## config.mk

```make
export PLATFORM = sky130hd
export DESIGN_NAME = branch_flag_unit
export DESIGN_NICKNAME = d
export VERILOG_FILES = /design/src/rtl/branch_flag_unit.sv
export SDC_FILE = /design/constraint.sdc
export NUM_CORES = 1
export LEC_CHECK = 0
export ABC_CLOCK_PERIOD_IN_PS = 2400
export BUFFER_PORTS_ARGS = -buffer_cell sky130_fd_sc_hd__buf_4
export CAP_MARGIN = 20
export CORE_MARGIN = 4
export CORE_UTILIZATION = 44
export CTS_CLUSTER_DIAMETER = 30
export DETAILED_ROUTE_END_ITERATION = 10
export HOLD_SLACK_MARGIN = 0.02
export PLACE_DENSITY = 0.87
export SLEW_MARGIN = 40
export SYNTH_ARGS = -nofsm -noshare
export SYNTH_HDL_FRONTEND = slang
export SYNTH_SLANG_ARGS = --single-unit
```

## constraint.sdc

```tcl
create_clock -name clk -period 2.4 [get_ports clk]
set_clock_uncertainty 0.05 [all_clocks]
set_input_delay 0.48 -clock clk [delete_from_list [all_inputs] [get_ports clk]]
set_output_delay 0.48 -clock clk [all_outputs]
set_load 0.01 [all_outputs]
```

## src/rtl/branch_flag_unit.sv

```systemverilog
// Branch/flag unit: registers ALU condition flags and mult hi/lo, resolves conditional
// branches, and issues a one-cycle PC redirect followed by a counted pipeline flush.
module branch_flag_unit #(
  parameter int unsigned OFS_W        = 16,
  parameter int unsigned FLUSH_CYCLES = 2
) (
  input  logic             clk,
  input  logic             rst,
  // ALU status interface
  input  logic             alu_valid,
  input  logic [6:0]       alu_op,
  input  logic             zflag,
  input  logic             carryflag,
  input  logic             signflag,
  input  logic             overflowflag,
  input  logic [31:0]      hi_value,
  input  logic [31:0]      lo_value,
  // Branch request
  input  logic             br_valid,
  output logic             br_ready,
  input  logic [3:0]       br_cond,
  input  logic [31:0]      br_pc,
  input  logic [OFS_W-1:0] br_offset,
  // Registered state and redirect
  output logic [3:0]       flags_q,
  output logic [31:0]      hi_q,
  output logic [31:0]      lo_q,
  output logic             redirect_valid,
  output logic [31:0]      redirect_pc,
  output logic             flush,
  output logic             illegal_br
);

  localparam logic [6:0] OpMult  = 7'b0000010;
  localparam logic [6:0] OpMultu = 7'b0000001;
  localparam logic [2:0] CntInit = 3'(FLUSH_CYCLES - 1);

  typedef enum logic [0:0] {StIdle, StFlush} state_e;

  state_e      state_q, state_d;
  logic [2:0]  cnt_q, cnt_d;
  logic [3:0]  flags_d;
  logic [31:0] hi_d, lo_d;
  logic        redirect_valid_q, redirect_valid_d;
  logic [31:0] redirect_pc_q, redirect_pc_d;
  logic        flush_q, flush_d;
  logic        illegal_q, illegal_d;

  logic        in_idle;
  logic        flag_op;
  logic        mult_op;
  logic [3:0]  alu_flags;
  logic [3:0]  cond_flags;
  logic        cond_z, cond_c, cond_s, cond_v;
  logic        cond_legal;
  logic        cond_met;
  logic        take;
  logic [31:0] ofs_ext;
  logic [31:0] target;

  assign in_idle   = (state_q == StIdle);
  assign flag_op   = (alu_op[6:4] == 3'b000) || (alu_op[6:4] == 3'b001) ||
                     (alu_op[6:4] == 3'b010);
  assign mult_op   = (alu_op == OpMult) || (alu_op == OpMultu);
  assign alu_flags = {overflowflag, signflag, carryflag, zflag};

  // A flag-updating op in the same cycle as the branch is forwarded to the compare.
  assign cond_flags = (alu_valid && br_valid && flag_op) ? alu_flags : flags_q;
  assign cond_z     = cond_flags[0];
  assign cond_c     = cond_flags[1];
  assign cond_s     = cond_flags[2];
  assign cond_v     = cond_flags[3];

  always_comb begin
    cond_met   = 1'b0;
    cond_legal = 1'b1;
    unique case (br_cond)
      4'b0000: cond_met = 1'b1;
      4'b0001: cond_met = cond_z;
      4'b0010: cond_met = ~cond_z;
      4'b0011: cond_met = cond_c;
      4'b0100: cond_met = ~cond_c;
      4'b0101: cond_met = cond_s;
      4'b0110: cond_met = ~cond_s;
      4'b0111: cond_met = cond_v;
      4'b1000: cond_met = ~cond_v;
      4'b1001: cond_met = cond_s ^ cond_v;
      default: cond_legal = 1'b0;
    endcase
  end

  assign ofs_ext = 32'(signed'(br_offset));
  assign target  = br_pc + ofs_ext;
  assign take    = in_idle && br_valid && cond_legal && cond_met;

  // Next-state and registered-output logic.
  always_comb begin
    state_d          = state_q;
    cnt_d            = cnt_q;
    flags_d          = flags_q;
    hi_d             = hi_q;
    lo_d             = lo_q;
    redirect_valid_d = 1'b0;
    redirect_pc_d    = redirect_pc_q;
    illegal_d        = 1'b0;

    unique case (state_q)
      StIdle: begin
        if (alu_valid && flag_op) begin
          flags_d = alu_flags;
        end
        if (alu_valid && mult_op) begin
          hi_d = hi_value;
          lo_d = lo_value;
        end
        if (br_valid && !cond_legal) begin
          illegal_d = 1'b1;
        end
        if (take) begin
          redirect_valid_d = 1'b1;
          redirect_pc_d    = target;
          cnt_d            = CntInit;
          state_d          = StFlush;
        end
      end
      StFlush: begin
        // Squashed instructions and branches are ignored until the count runs out.
        if (cnt_q == 3'd0) begin
          state_d = StIdle;
        end else begin
          cnt_d = cnt_q - 3'd1;
        end
      end
      default: begin
        state_d = StIdle;
        cnt_d   = 3'd0;
      end
    endcase

    flush_d = (state_d == StFlush);
  end

  always_ff @(posedge clk) begin
    if (rst) begin
      state_q          <= StIdle;
      cnt_q            <= 3'd0;
      flags_q          <= 4'd0;
      hi_q             <= 32'd0;
      lo_q             <= 32'd0;
      redirect_valid_q <= 1'b0;
      redirect_pc_q    <= 32'd0;
      flush_q          <= 1'b0;
      illegal_q        <= 1'b0;
    end else begin
      state_q          <= state_d;
      cnt_q            <= cnt_d;
      flags_q          <= flags_d;
      hi_q             <= hi_d;
      lo_q             <= lo_d;
      redirect_valid_q <= redirect_valid_d;
      redirect_pc_q    <= redirect_pc_d;
      flush_q          <= flush_d;
      illegal_q        <= illegal_d;
    end
  end

  assign br_ready       = in_idle;
  assign redirect_valid = redirect_valid_q;
  assign redirect_pc    = redirect_pc_q;
  assign flush          = flush_q;
  assign illegal_br     = illegal_q;

endmodule
```

# ---- Word level (Yosys, flattened, before mapping)
# Index checks and enable logic that the tools add are counted.
dict set report classes {
  addsub 2
  mul 0
  n_div 0
  order_cmp 0
  eq_ne 15
  n_shift 0
  n_mux 10
  bitwise_logic 6
  n_reduce_logical 21
}
# cell n
set op_table {}
lappend op_table {{$add A32 B32 Y32} 1}
lappend op_table {{$eq A4 B3 Y1 const B} 4}
lappend op_table {{$pmux W1 S10} 1}
lappend op_table {{$reduce_or A10 Y1} 1}
lappend op_table {{$eq A4 B2 Y1 const B} 2}
lappend op_table {{$eq A4 B4 Y1 const B} 2}
lappend op_table {{$logic_and A1 B1 Y1} 8}
lappend op_table {{$reduce_and A2 Y1} 4}
lappend op_table {{$eq A7 B1 Y1 const B} 1}
lappend op_table {{$eq A7 B2 Y1 const B} 1}
lappend op_table {{$logic_not A3 Y1} 2}
lappend op_table {{$mux W3} 2}
lappend op_table {{$pmux W3 S2} 1}
lappend op_table {{$not A1 Y1} 5}
lappend op_table {{$eq A4 B1 Y1 const B} 1}
lappend op_table {{$logic_not A4 Y1} 1}
lappend op_table {{$mux W1} 4}
lappend op_table {{$mux W4} 1}
lappend op_table {{$eq A3 B1 Y1 const B} 1}
lappend op_table {{$eq A3 B2 Y1 const B} 1}
lappend op_table {{$logic_or A1 B1 Y1} 3}
lappend op_table {{$sub A3 B1 Y3 const B} 1}
lappend op_table {{$ne A2 B1 Y1 const B} 1}
lappend op_table {{$ne A2 B2 Y1 const B} 1}
lappend op_table {{other kinds (4)} 4}
dict set report word_totals {
  register_bits 106
  latch_bits 0
  ram_bits 0
  rom_bits 0
  word_cells 62
  mem_count 0
}

# ---- Depth between registers and ports, before layout
# Gate-level depths: netlist of the first run.
dict set report depth {
  depth_word 10
  ltp_mapped 11
  mapped_depth_nobuf 11
}

# ---- Worst setup path after synthesis of the first run
# No wires, ideal clock.
dict set report synth_path {
  kind {in2reg}
  startpoint {input br_pc[0]}
  endpoint {register redirect_pc_q[30], in the netlist redirect_pc[30]}
  setup_ns 0.062
  t_arrival_ns 2.519
  path_slack_ns -0.230
  path_stages 11
  n_path_buf 0
  path_cell_list {ha_1 -> inv_1 -> fa_1 -> nand2b_1 -> a21oi_1 -> o21ai_0 -> a21oi_1 -> o21ai_0 -> o21ai_0 -> or4b_1 -> nand3_1}
}
dict set report synth_via {
  elab_chain_len 1
}
# item line_no
set synth_lines {}
lappend synth_lines {{start: declaration} 22} ;# input logic [31:0] br_pc,
lappend synth_lines {{$add A32 B32 Y32} 93} ;# assign target = br_pc + ofs_ext;
lappend synth_lines {{end signal: assignment} 161} ;# redirect_pc_q <= redirect_pc_d;
lappend synth_lines {{end: declaration} 45} ;# logic [31:0] redirect_pc_q, redirect_pc_d;
# Every way passes these cells.
# A chain may end at the register's enable or synchronous reset.

# ---- Final worst setup path of the first run
dict set report layout_path {
  startpoint {input br_offset[4]}
  endpoint {register redirect_pc_q[31], in the netlist redirect_pc[31]}
}
dict set report layout_via {
  elab_chain_len 1
}
# item line_no
set layout_lines {}
lappend layout_lines {{start: declaration} 23} ;# input logic [OFS_W-1:0] br_offset,
lappend layout_lines {{$add A32 B32 Y32} 93}
# Every way passes these cells.

==> flow_summary.yaml, run 1 <==
synthesis:
  syn_avg_cell_area_sq_um: 8.09
  syn_area_sq_um: 5520
  async_flop_share: 0
  synth_edf_count: 0
  synth_fp_nets: 847
  yosys_register_bits: 106
  synth_top_area_frac: 0.385
  synth_cell_types: 65
  syn_inst: 682
  ys.flop_type: "dfxtp_1"
  synth_warnings: 0
  seq_area_frac_synth: 0.385
  synth_top_area_cell: "dfxtp_1"
  synthTopCellsByArea: "dfxtp_1 (38%), nand2_1 (10%), a21oi_1 (9.7%)"
cts:
  cts_tree: "done"
  cts_inserted_buffers: 9
  path_clk_slew_ns: 0.07
  cts_sinks: 106
  cts_root_buf: "clkbuf_16"
  ctsHoldBuffers: 0
  clockBufferDepth: 2
  htree_num_levels: 3
  worstSkewPairLatency_ns: 0.35
global_routing:
  grt_max_degree: 58
  grt_pass1_vias: 5863
  grt_first_pass_wirelength_mm: 27.5
  grt_overflow_total: 0
  grt.total_usage: 0.234
  grt_antenna_before_repair: 0
sta:
  final_hold_viol_count: 0
  period_needed_ns: 2.37
  finalSetupViolations: 0
  worst-slew-pin-transition_ns: 0.535
  slew_viol_final: 0
  timing.fmax_mhz: 422
  holdWs_ns: 0.325
  rsz0062_at_grt: "true"
  final.period_utilization: 0.987
  slew_headroom: 0.643
layout:
  layout_common_cells: "buf_4 (314), nand2_1 (154), dfxtp_1 (106)"
  final_common_cell: "buf_4"
  instances_no_fill: 1154
  area_growth_pct: 57.9
  fin_area_sq_um: 8710
  nFillCells: 866
  diodes: 0
  drive_gt1_frac: 0.404
  nets: 1147
critical_path:
  r2r_slack_ns: 0.17
  cp-start-kind: "primary input"
  cp_max_fo: 3
  critPathKind: "primary input to register"
  cp.depth: 11
  r2r-start: "flags_q[2]"
  crit_family: "compound AO/OA/AOI/OAI gates"
  rr_endpoint: "redirect_pc[3]"
  cp_data_arrival_time_ns: 2.57
  cp_cell_sequence: "buf_4 > ha_4 > o211ai_1 > o211ai_1 > a211oi_2 > buf_4 > o32a_1 > a311oi_2 > a31oi_1 > xnor2_1 > o21a_1"
  cp.required_ns: 2.60
  cpPeakStageDelay_ns: 0.33
  slowest_stage: "o32a_1"
  setup.worst_path.end_class: "register"
  crit_buf_inv: 2
  rr_worst_depth: 9
floorplanning:
  die_h_um: 120
  die_area_sq_um: 14400
  coreArea_sq_um: 12200
  die_width_um: 120
  rows: 40
  initial_utilization: 0.454
  io_pins: 235
hold_path:
  hold-path-endpoint: "hi_q[27]"
  min_path_type: "primary input to register"
  whs_path_depth: 3
  worstHoldStart: "hi_value[27]"
pwr:
  powerDensity_nw_per_um2: 520
  peakVddDrop_mv: 0.348
  p_leak_nw: 3.92
drt:
  avgViaCountPerCell: 5.19
  first_pass_iters: 4
  drtIter0Drc: 338
  wl_mm: 18.3
  postRouteAntennaNets: 0
  drt_drc_violations_left: 0
  via_count: 5994
  wire_per_inst_um: 15.9
run:
  drv_cap: 0
placement:
  place.port_buffers: 234
  hpwl_mm: 13.7
  dpl_cell_area_sq_um: 8130
  gp_congestion: 0.840
  dp.cells: 1135
run_status:
  outcome: "finished, final reports clean"
==> cell type report <==
class / instances / area [sq um] / area share
sequential: 106 / 2120 / 0.244
clock buffer: 9 / 225 / 0.0259
multi-input combinational: 526 / 3530 / 0.406
inverter: 17 / 63.8 / 0.00733
timing repair buffer: 322 / 2490 / 0.286
clock inverter: 6 / 65.1 / 0.00747
tap: 168 / 210 / 0.0241
==> Yosys cell counts (all sizes together) (3+ instances only) <==
cell type and count:
a211o 3, a211oi 3, a21boi 3, a21o 8, a21oi 108, a311oi 4
a31oi 4, and2 4, and3 5, buf 7, clkbuf 26, dfxtp 106
ha 33, inv 17, mux2i 19, nand2 154, nand2b 4, nand3 16
nand3b 6, nor2 55, nor2b 3, nor3 5, o211ai 8, o21ai 18
o41ai 4, or4b 3, xnor2 18, xor2 11
==> worst min-delay path, stage by stage <==
cell and delay, ns:
buf_4 0.11, nand2_1 0.04, a21oi_1 0.05
==> cell families (layout without fill, tap and decap cells) <==
family / after synthesis / after routing / share of synthesized area
AOI/OAI and AO/OA: 176 / 176 / 0.193
xor gates and xnor gates: 29 / 29 / 0.0460
adders and majority gates: 34 / 34 / 0.0785
buffers and inverters: 50 / 354 / 0.0401
DFF: 106 / 106 / 0.385
muxes: 22 / 22 / 0.0447
and+or+nand+nor: 265 / 265 / 0.213
==> what timing repair did <==
item,CTS,global route
resized for setup,12,34
cloned,0,0
setup endpoints to repair,10,11
setup buffers,0,6
pin swaps,7,22
==> registers in the layout, indices dropped and copies added (netlist names) <==
name,flops
hi_q,32
lo_q,32
redirect_pc,32
flags_q,4
cnt_q,3
flush,1
illegal_br,1
redirect_valid,1
==> per-layer routing <==
| metal | track usage | vias to the layer above | share of wire |
|---|---|---|---|
| li1 | - | 2954 | - |
| met1 | 0.263 | 2787 | 0.38 |
| met2 | 0.420 | 209 | 0.52 |
| met3 | 0.0561 | 44 | 0.070 |
| met4 | 0.0995 | 0 | 0.033 |
| met5 | 0 | - | 0 |
==> report_power, final <==
group | switching (W) | total (W) | leakage (nW) | internal, W
combinational | 0.000554 | 0.00120 | 2.92 | 0.000651
sequential | 0.0000298 | 0.00184 | 0.857 | 0.00181
clock | 0.000682 | 0.00149 | 0.142 | 0.000808
total | 0.00127 | 0.00453 | 3.92 | 0.00327
==> worst max-delay path by stage <==
stage	startpoint	endpoint
global route	br_offset[3]	redirect_pc[31]
floorplan	br_pc[0]	redirect_pc[30]
CTS	br_offset[15]	redirect_pc[30]
global placement	br_pc[0]	redirect_pc[30]
detailed placement	br_pc[0]	redirect_pc[30]
finish	br_offset[4]	redirect_pc[31]
==> stage by stage <==
stage          total power, W   util  setup slack, ns  TNS [ns]
2_1_floorplan         0.00244      -           -0.110    -0.701
3_3_place_gp          0.00294  0.669           -0.415     -6.96
3_5_place_dp          0.00298  0.669           -0.492     -9.28
4_1_cts               0.00447  0.698         0.000907         0
5_1_grt               0.00473  0.716          -0.0894    -0.273
6_report              0.00453  0.716           0.0324         0
(Power assumes the default switching activity.)
==> inputs of run 2 (changes only) <==
--- a/config.mk
+++ b/config.mk
@@ -5,15 +5,18 @@
 export SDC_FILE = /design/constraint.sdc
 export NUM_CORES = 1
 export LEC_CHECK = 0
+export ABC_AREA = 1
 export ABC_CLOCK_PERIOD_IN_PS = 2400
 export BUFFER_PORTS_ARGS = -buffer_cell sky130_fd_sc_hd__buf_4
 export CAP_MARGIN = 20
 export CORE_MARGIN = 4
-export CORE_UTILIZATION = 44
+export CORE_UTILIZATION = 46
+export CTS_BUF_LIST = sky130_fd_sc_hd__clkbuf_4 sky130_fd_sc_hd__clkbuf_8
 export CTS_CLUSTER_DIAMETER = 30
 export DETAILED_ROUTE_END_ITERATION = 10
+export GPL_TIMING_DRIVEN = 0
 export HOLD_SLACK_MARGIN = 0.02
-export PLACE_DENSITY = 0.87
+export PLACE_DENSITY = 0.88
 export SLEW_MARGIN = 40
 export SYNTH_ARGS = -nofsm -noshare
 export SYNTH_HDL_FRONTEND = slang
==> flow_summary.yaml, run 2 <==
run_status:
  outcome: "finished, final reports clean"
placement:
  pre_cts_ws_ns: -0.344
  hpwl_mm: 15.5
  place.port_buffers: 233
  gp_congestion: 0.894
  dpl_cell_area_sq_um: 7890
sta:
  timing.fmax_mhz: 444
  worst-slew-pin-transition_ns: 0.567
  rsz0062_at_grt: "false"
  final.period_utilization: 0.939
  slew_viol_final: 0
  worst_slack_ns: 0.147
  finalSetupViolations: 0
  finalSetupTns_ns: 0
  slew_headroom: 0.622
  period_needed_ns: 2.25
  final_hold_viol_count: 0
run:
  drv_cap: 0
global_routing:
  grt_antenna_before_repair: 0
  grt_pass1_vias: 6201
  grt_first_pass_wirelength_mm: 28.8
  grt_max_degree: 20
  grt_overflow_total: 0
  grt.total_usage: 0.243
layout:
  layout_common_cells: "nor2_1 (244), buf_4 (233), nand2_1 (150)"
  nFillCells: 1156
  diodes: 0
  fin_area_sq_um: 8090
  drive_gt1_frac: 0.233
  final_common_cell: "nor2_1"
  nets: 1311
  area_growth_pct: 36.6
synthesis:
  syn_inst: 902
  synth_common_cells: "nor2_1 (244), nand2_1 (150), o21ai_0 (109), dfxtp_1 (106), inv_1 (70)"
  synth_cell_types: 30
  syn_avg_cell_area_sq_um: 6.57
  ys.flop_type: "dfxtp_1"
  synth_most_common_cell: "nor2_1"
  yosys_register_bits: 106
  synthTopCellsByArea: "dfxtp_1 (36%), nor2_1 (15%), nand2_1 (9.5%)"
  synth_warnings: 0
  seq_area_frac_synth: 0.358
  synth_top_area_cell: "dfxtp_1"
  syn_area_sq_um: 5920
  synth_edf_count: 0
  async_flop_share: 0
  synth_fp_nets: 1067
  synth_top_area_frac: 0.358
floorplanning:
  die_h_um: 121
  rows: 41
  coreArea_sq_um: 12600
  initial_utilization: 0.469
  io_pins: 235
  die_area_sq_um: 14800
  die_width_um: 121
cts:
  cts_inserted_buffers: 9
  clockBufferDepth: 2
  cts_tree: "done"
  cts_sinks: 106
  worstSkewPairLatency_ns: 0.37
  path_clk_slew_ns: 0.11
  ctsHoldBuffers: 0
  htree_num_levels: 3
  cts_root_buf: "clkbuf_8"
critical_path:
  rr_endpoint: "lo_q[12]"
  rr_worst_depth: 6
  worstSetupEndpoint: "redirect_pc[28]"
  cp_data_arrival_time_ns: 2.49
  cp_max_fo: 4
  cp-start-kind: "primary input"
  r2r_slack_ns: 0.55
  r2r-start: "flush"
  startpoint: "br_pc[0]"
  setup.worst_path.end_class: "register"
  critPathKind: "primary input to register"
  cp.required_ns: 2.63
pwr:
  switchingPower_w: 0.00127
  total_power_w: 0.00397
  p_int_w: 0.00270
  seqPwrFrac: 0.466
  peakVddDrop_mv: 0.233
  pwr-share-clk: 0.274
  p_leak_nw: 3.85
  powerDensity_nw_per_um2: 491
  p_sw_frac: 0.319
  p_comb_frac: 0.260
drt:
  met3WireLength_mm: 1.47
  drt_drc_violations_left: 0
  wl_met2_mm: 9.49
  first_pass_iters: 5
  postRouteAntennaNets: 0
  wire_per_inst_um: 14.1
  wl_mm: 18.7
  wl_met1_mm: 7.18
  routed.top_layer: "met4"
  drtIter0Drc: 373
  avgViaCountPerCell: 5.04
  via_count: 6662
hold_path:
  min_path_type: "primary input to register"
-- run 2: cell type report --
cell class	count	area, sq um	share of cell area
buffer	33	146	0.0181
sequential	106	2120	0.262
timing repair buffer	233	1750	0.216
multi-input combinational	690	3380	0.418
inverter	73	274	0.0339
tap	172	215	0.0266
clock inverter	6	60.1	0.00743
clock buffer	10	138	0.0170
-- run 2: how the worst min path moves through the flow --
stage / start / end / slack [ns] / cells past startpoint
6_report: rst / flush / 0.24 / 2
5_1_grt: rst / illegal_br / 0.22 / 2
4_1_cts: rst / flush / 0.22 / 2
3_5_place_dp: flags_q[0] / flags_q[0] / 0.42 / 2
3_3_place_gp: flags_q[0] / flags_q[0] / 0.40 / 2
2_1_floorplan: cnt_q[0] / cnt_q[0] / 0.42 / 2
-- run 2: per-layer routing --
metal / up-vias / GRT usage
li1: 3408 / -
met1: 2932 / 0.276
met2: 284 / 0.447
met3: 38 / 0.0429
met4: 0 / 0.102
met5: - / 0
-- run 2: timing repair --
action	in CTS	in global routing
gates resized for setup	0	1
setup endpoints to repair	0	4
setup buffers	0	0
-- run 2: power by group through the flow --
| stage | combinational, W | clock, W | sequential (W) |
|---|---|---|---|
| 6_report | 0.00103 | 0.00109 | 0.00185 |
| 5_1_grt | 0.00116 | 0.00118 | 0.00186 |
| 4_1_cts | 0.00103 | 0.00111 | 0.00185 |
| 3_5_place_dp | 0.00102 | 0 | 0.00189 |
| 3_3_place_gp | 0.00101 | 0 | 0.00189 |
| 2_1_floorplan | 0.000576 | 0 | 0.00191 |
-- run 2: per-stage QoR --
step           utilization  cells  hold slack, ns
2_1_floorplan            -    902           0.425
3_3_place_gp         0.625   1307           0.401
3_5_place_dp         0.625   1307           0.417
5_1_grt              0.641   1323           0.223
6_report             0.641   1323           0.240
4_1_cts              0.641   1323           0.219
-- run 2: worst max-delay path, cell delays in order --
cell	delay, ns
buf_4	0.08
ha_1	0.21
inv_1	0.09
fa_1	0.45
o21ai_2	0.26
a21oi_1	0.18
o21ai_1	0.28
nand2_1	0.14
nand2_1	0.09
nand2_1	0.05
a21oi_1	0.13
nor2_1	0.05
-- run 2: logic make-up after synthesis --
group                    count (synthesis)  synth area share
AND/OR/NAND/NOR                        455             0.308
adder cells (fa/ha/maj)                 34            0.0731
buffers and inverters                  106            0.0710
XOR/XNOR                                22            0.0325
AO/OA/AOI/OAI                          179             0.157
flip-flops                             106             0.358
